==> src/rtl/spi_flash_line_fetcher.sv <==
// spi_flash_line_fetcher
// Reads DATA_BYTES bytes from SPI flash (single 03h or quad-output 6Bh) into a
// byte-addressed line buffer that the pixel pipeline reads through a
// registered port. One fetch per start request; abort cancels a fetch.
module spi_flash_line_fetcher #(
   parameter int DATA_BYTES = 17,
   parameter int QSPI_DUMMY = 8,
   parameter int BUF_AW     = (DATA_BYTES > 1) ? $clog2(DATA_BYTES) : 1
) (
   input  logic              clk,
   input  logic              reset_n,
   input  logic              start,
   input  logic              quad,
   input  logic [23:0]       addr,
   input  logic              abort,
   output logic              busy,
   output logic              done,
   input  logic [BUF_AW-1:0] rd_addr,
   output logic [7:0]        rd_data,
   output logic              spi_cs,
   output logic              spi_sclk,
   input  logic [3:0]        spi_in,
   output logic              spi_out0,
   output logic              spi_dir0
);

   // Sized so the longest legal phase (8*255 data cycles) never wraps.
   localparam int CNT_W = $clog2(8 * 255 + 32 + QSPI_DUMMY + 1);

   localparam logic [CNT_W-1:0] CMD_LAST    = CNT_W'(7);
   localparam logic [CNT_W-1:0] ADDR_LAST   = CNT_W'(23);
   localparam logic [CNT_W-1:0] DUMMY_LAST  = CNT_W'((QSPI_DUMMY > 0) ? QSPI_DUMMY - 1 : 0);
   localparam logic [CNT_W-1:0] SINGLE_LAST = CNT_W'(8 * DATA_BYTES - 1);
   localparam logic [CNT_W-1:0] QUAD_LAST   = CNT_W'(2 * DATA_BYTES - 1);

   typedef enum logic [2:0] {
      ST_IDLE,
      ST_CMD,
      ST_ADDR,
      ST_DUMMY,
      ST_DATA
   } state_t;

   state_t             state_q, state_d;
   logic [CNT_W-1:0]   cnt_q, cnt_d;
   logic [23:0]        addr_q, addr_d;
   logic               quad_q, quad_d;
   logic [6:0]         shift_q, shift_d;
   logic [3:0]         cap_q;
   logic               active_q, active_d;
   logic               done_q, done_d;
   logic               out0_q, out0_d;
   logic               dir0_q, dir0_d;
   logic [7:0]         rd_data_q;
   logic [7:0]         cmd_d;

   logic               wr_en;
   logic [BUF_AW-1:0]  wr_idx;
   logic [7:0]         wr_data;
   logic               rd_in_range;

   logic [7:0]         mem [DATA_BYTES];

   // Flash clock is the inverted system clock, so flash samples MOSI mid-cycle.
   assign spi_sclk = ~clk;

   // Input sample on the rising spi_sclk edge; consumed on the next rising clk.
   always_ff @(negedge clk or negedge reset_n) begin
      if (!reset_n) begin
         cap_q <= 4'h0;
      end else begin
         cap_q <= spi_in;
      end
   end

   // Next-state, byte assembly and registered-output decode.
   always_comb begin
      state_d  = state_q;
      cnt_d    = cnt_q + 1'b1;
      addr_d   = addr_q;
      quad_d   = quad_q;
      shift_d  = shift_q;
      done_d   = 1'b0;
      wr_en    = 1'b0;
      wr_idx   = '0;
      wr_data  = 8'h00;
      active_d = 1'b0;
      dir0_d   = 1'b0;
      out0_d   = 1'b0;
      cmd_d    = 8'h00;

      case (state_q)
         ST_IDLE: begin
            cnt_d = '0;
            if (start && !abort) begin
               state_d = ST_CMD;
               addr_d  = addr;
               quad_d  = quad;
            end
         end
         ST_CMD: begin
            if (cnt_q == CMD_LAST) begin
               state_d = ST_ADDR;
               cnt_d   = '0;
            end
         end
         ST_ADDR: begin
            if (cnt_q == ADDR_LAST) begin
               cnt_d   = '0;
               state_d = (quad_q && (QSPI_DUMMY > 0)) ? ST_DUMMY : ST_DATA;
            end
         end
         ST_DUMMY: begin
            if (cnt_q == DUMMY_LAST) begin
               state_d = ST_DATA;
               cnt_d   = '0;
            end
         end
         ST_DATA: begin
            // Shift in one bit (single) or one nibble (quad) per cycle.
            if (quad_q) begin
               shift_d = {shift_q[2:0], cap_q};
               wr_data = {shift_q[3:0], cap_q};
               wr_en   = cnt_q[0];
               wr_idx  = BUF_AW'(cnt_q >> 1);
            end else begin
               shift_d = {shift_q[5:0], cap_q[1]};
               wr_data = {shift_q[6:0], cap_q[1]};
               wr_en   = (cnt_q[2:0] == 3'd7);
               wr_idx  = BUF_AW'(cnt_q >> 3);
            end
            if (cnt_q == (quad_q ? QUAD_LAST : SINGLE_LAST)) begin
               state_d = ST_IDLE;
               cnt_d   = '0;
               done_d  = 1'b1;
            end
         end
         default: begin
            state_d = ST_IDLE;
            cnt_d   = '0;
         end
      endcase

      // Abort overrides any in-flight progression, including the final cycle.
      if ((state_q != ST_IDLE) && abort) begin
         state_d = ST_IDLE;
         cnt_d   = '0;
         done_d  = 1'b0;
      end

      // Outputs are decoded from the next state so they leave a flop.
      cmd_d    = quad_d ? 8'h6B : 8'h03;
      active_d = (state_d != ST_IDLE);
      dir0_d   = (state_d == ST_DUMMY) || (state_d == ST_DATA);
      if (state_d == ST_CMD) begin
         out0_d = cmd_d[~cnt_d[2:0]];
      end else if (state_d == ST_ADDR) begin
         out0_d = addr_d[5'd23 - cnt_d[4:0]];
      end
   end

   // Control state and output registers; reset drops CS at once.
   always_ff @(posedge clk or negedge reset_n) begin
      if (!reset_n) begin
         state_q  <= ST_IDLE;
         cnt_q    <= '0;
         addr_q   <= 24'h000000;
         quad_q   <= 1'b0;
         shift_q  <= 7'h00;
         active_q <= 1'b0;
         done_q   <= 1'b0;
         out0_q   <= 1'b0;
         dir0_q   <= 1'b0;
      end else begin
         state_q  <= state_d;
         cnt_q    <= cnt_d;
         addr_q   <= addr_d;
         quad_q   <= quad_d;
         shift_q  <= shift_d;
         active_q <= active_d;
         done_q   <= done_d;
         out0_q   <= out0_d;
         dir0_q   <= dir0_d;
      end
   end

   // Line buffer write port; contents survive reset.
   always_ff @(posedge clk) begin
      if (wr_en) begin
         mem[wr_idx] <= wr_data;
      end
   end

   assign rd_in_range = (32'(rd_addr) < 32'(DATA_BYTES));

   // Registered read port; indices past the line read as zero.
   always_ff @(posedge clk or negedge reset_n) begin
      if (!reset_n) begin
         rd_data_q <= 8'h00;
      end else begin
         rd_data_q <= rd_in_range ? mem[rd_addr] : 8'h00;
      end
   end

   assign rd_data  = rd_data_q;
   assign spi_cs   = active_q;
   assign busy     = active_q;
   assign done     = done_q;
   assign spi_out0 = out0_q;
   assign spi_dir0 = dir0_q;

endmodule
==> config.mk <==
export PLATFORM = sky130hd
export DESIGN_NAME = spi_flash_line_fetcher
export DESIGN_NICKNAME = d
export VERILOG_FILES = /design/src/rtl/spi_flash_line_fetcher.sv
export SDC_FILE = /design/constraint.sdc
export NUM_CORES = 1
export LEC_CHECK = 0
export ABC_AREA = 1
export CAP_MARGIN = 25
export CORE_ASPECT_RATIO = 2
export CORE_MARGIN = 5
export CORE_UTILIZATION = 30
export DETAILED_ROUTE_END_ITERATION = 10
export REMOVE_ABC_BUFFERS = 1
export SYNTH_ARGS = -nofsm -noshare
export SYNTH_HDL_FRONTEND = slang
export SYNTH_SLANG_ARGS = --single-unit
==> constraint.sdc <==
create_clock -name clk -period 3.2 [get_ports clk]
set_clock_uncertainty 0.2 [all_clocks]
set_input_delay 0.64 -clock clk [delete_from_list [all_inputs] [get_ports clk]]
set_output_delay 0.64 -clock clk [all_outputs]
set_load 0.05 [all_outputs]
==> summary.md <==
| Metric | Value |
|---|---|
| Clock slew at reported path FFs | 0.07 ns |
| Area contributors post-synth | edfxtp_1, dfrtp_1, nor2_1 |
| DIE AREA | 32500 sq um |
| # diodes | 0 |
| Metal3 WL | roughly 720 um |
| Post-detail-place hpwl | around 13 mm |
| Pwr Density | between 600 and 700 nW/um^2 |
| Final Net Count | between 900 and 1000 |
| Kind of critical path | clock port to output pin |
| Post-synthesis mux area share | 0.00463 |
| Post-synth ARST share | 0.317 |
| Sequential share of the synthesized area | 0.655 |
| Unrepaired setup endpoints after global routing | no |
| Most used cell along the critical path | clkbuf_16 |
| Area Overhead vs Synth | 18.6% |
| Dpl cells | approximately 1200 |
| Register area | between 5000 and 6000 sq um |
| Setup violators final | 0 |
| Gp weighted congestion | 0.821 |
| Syn Std Cell Area | roughly 8600 sq um |
| WL per Instance | 15.5 um |
| Initial Util | 0.302 |
| Main combinational cell family by area after synthesis | simple AND/OR/NAND/NOR gates |
| Layout cells sized above 1 | 0.123 |
| Synth Area in Compound Gates | 0.117 |
| Drt total wl | between 15 and 20 mm |
| Dominant cell type by area after synthesis | edfxtp_1 |
| Non-filler cells, final | 1255 |
| DIE WIDTH | 130 um |
| Clock Tree Buf Depth | 2 |
| All-layer global routing usage | 0.124 |
| Slew headroom | 0.542 |
| Post-layout power | between 6 and 7 mW |
| Synth warnings | 0 |
| CP Data Arrival Time | between 2 and 2.5 ns |
| Avg Cell Area, Syn | about 11 sq um |
| Boundary Pins | between 50 and 60 |
| DRT met1 WL | 8.70 mm |
| Critical Path End Type | output pin |
| CP max stage cell | buf_2 |
| CTS tree | built |
| Multi-input logic area | roughly 2500 sq um |
| Hold violation count in the final report | 0 |
| Pin count of the biggest net entering global routing | 45 |
| Synth unique cells | 43 |
| Post-Synthesis Cells | slightly above 800 |
| First-pass GRT wire length | 31.6 mm |
| Max layer used | met4 |
| Number of vias in the routed layout | roughly 6000 |
| Status | finished clean |
| Synth Area in XOR/XNOR | 0.00507 |
| Fillers | approximately 2800 |
| # port buffers | 51 |
| Die height | 250 um |
| Vias in the first global route | about 6000 |
| Crit path max fanout | 16 |
| Slew Limit Fails | 0 |
| Routed wl met2 | approximately 9.6 mm |
| DR pass1 iterations | 4 |
| Routed vias/inst | 4.72 |
| VDD IR max | between 0.0005 and 0.0006 V |
| Prevailing post-synth register cell | edfxtp_1 |
| Worst R2R Path Depth | 2 |
| Clock Latency Late Sink | 0.44 ns |
| Area share of and/or/nand/nor cells after synthesis | 0.159 |
| Min-Delay Path Class | register to register |
| Synth top area share | 0.473 |
| Seq cells post-synth | 199 |
| Root buf cell | clkbuf_16 |
| Startpoint Class | clock port |
| Core ar. | 28600 sq um |
| Least-Margin Pin Slew | ~0.69 ns |
| H-tree Lvls | 4 |
| Cts bufs inserted | 17 |
| Initial antenna violation count | 0 |
| Row count | about 90 |
| CP max stage delay | approximately 0.25 ns |
| Post-route antenna net violation count | 0 |
| LEAKAGE | just over 4 nW |
| Worst path cell trace | clkbuf_16, clkbuf_16, inv_1, buf_2 |
| Synth Area in Adders | 0.00290 |
| DR DRC count | 0 |
| Total of max-cap violations | 0 |
| Hold path depth | 2 |
| Overflow after GRT | 0 |
| Post-synth EDFFs | between 100 and 150 |
| Starting DRT DRC Count | 446 |
| CP required | 2.36 ns |
-- final cells by class --
type	count	area share
clock inverter	14	0.0110
tap	360	0.0440
clock buffer	20	0.0427
sequential	199	0.552
inverter	79	0.0289
timing repair buffer	88	0.0760
multi-input combinational	495	0.245
-- layout by cell type, fill, tap and decap left out, types with 10 or more instances in the layout --
cell type / synthesis / routed
inv_2: 10 / 10
buf_4: 5 / 37
a21oi_1: 18 / 18
dfrtp_1: 59 / 59
clkdlybuf4s50_1: 0 / 48
o21ai_0: 83 / 83
o21ai_1: 19 / 19
nand2_1: 105 / 105
nor2_1: 129 / 127
clkbuf_16: 0 / 17
inv_1: 70 / 70
o221ai_1: 11 / 11
edfxtp_1: 136 / 136
nand3_1: 42 / 42
o22ai_1: 21 / 21
-- worst max-delay path, delay by kind of cell --
family / cells / cell delay [ns]
buf+inv: 4 / 0.69
-- timing repair --
item | CTS | global route
setup endpoints to repair | 35 | 0
setup buffers | 0 | 0
resized for setup | 7 | 0
hold buffers | 1 | 0
hold endpoints to repair | 7 | 0
-- flip-flops by register name, summed over array words and instances, names as in the netlist --
| register | count |
|---|---|
| mem | 136 |
| addr_q | 24 |
| cnt_q | 12 |
| rd_data | 8 |
| shift_q | 7 |
| cap_q | 4 |
| state_q | 3 |
| busy | 1 |
| done | 1 |
| quad_q | 1 |
| spi_dir0 | 1 |
| spi_out0 | 1 |
-- path summary, 6_finish.rpt --
check                        endpoint  startpoint  slack (ns)
min                         addr_q[6]   addr_q[6]        0.27
max reg2reg                 mem[7][2]    cap_q[2]        0.11
max in group asynchronous    cap_q[3]     reset_n        0.57
min in group asynchronous  shift_q[1]     reset_n        0.43
min reg2reg                 addr_q[6]   addr_q[6]        0.27
max                          spi_sclk         clk        0.06
-- power by group --
| part | switching [mW] | internal, mW | total (mW) |
|---|---|---|---|
| clock | 1.04 | 1.03 | 2.07 |
| combinational | 0.863 | 0.458 | 1.32 |
| sequential | 0.0872 | 2.91 | 3.00 |
-- synth_stat cells, types with 11 or more instances --
cell type / count
dfrtp_1: 59
o21ai_0: 83
inv_1: 70
clkbuf_1: 23
nor2_1: 129
o22ai_1: 21
o21ai_1: 19
nand3_1: 42
nand2_1: 105
edfxtp_1: 136
o221ai_1: 11
a21oi_1: 18
-- routing by layer --
| metal | track usage | vias up |
|---|---|---|
| met4 | 0.0476 | 0 |
| li1 | - | 2921 |
| met5 | 0 | - |
| met2 | 0.201 | 122 |
| met3 | 0.0248 | 25 |
| met1 | 0.163 | 2861 |
-- through the flow --
step	hold WS [ns]	area (sq um)	setup TNS, ns	setup WS (ns)	util
6_report	0.271	10200	0	0.0590	0.358
3_3_place_gp	0.259	9690	-5.27	-0.165	0.339
3_5_place_dp	0.259	9690	-8.92	-0.269	0.339
5_1_grt	0.294	10200	0	0.0113	0.358
4_1_cts	0.274	10200	0	0.0321	0.358
2_1_floorplan	0.144	8460	-4.59	-0.264	-
-- cells by family (layout without fill, tap and decap cells) --
family	Yosys count	after routing
flops	199	199
xor+xnor	5	5
mux	4	4
simple gates	309	309
compound gates	175	175
fa+ha+maj	2	2
buf+inv	117	201
No activity file was read; power rests on OpenSTA's default activity.
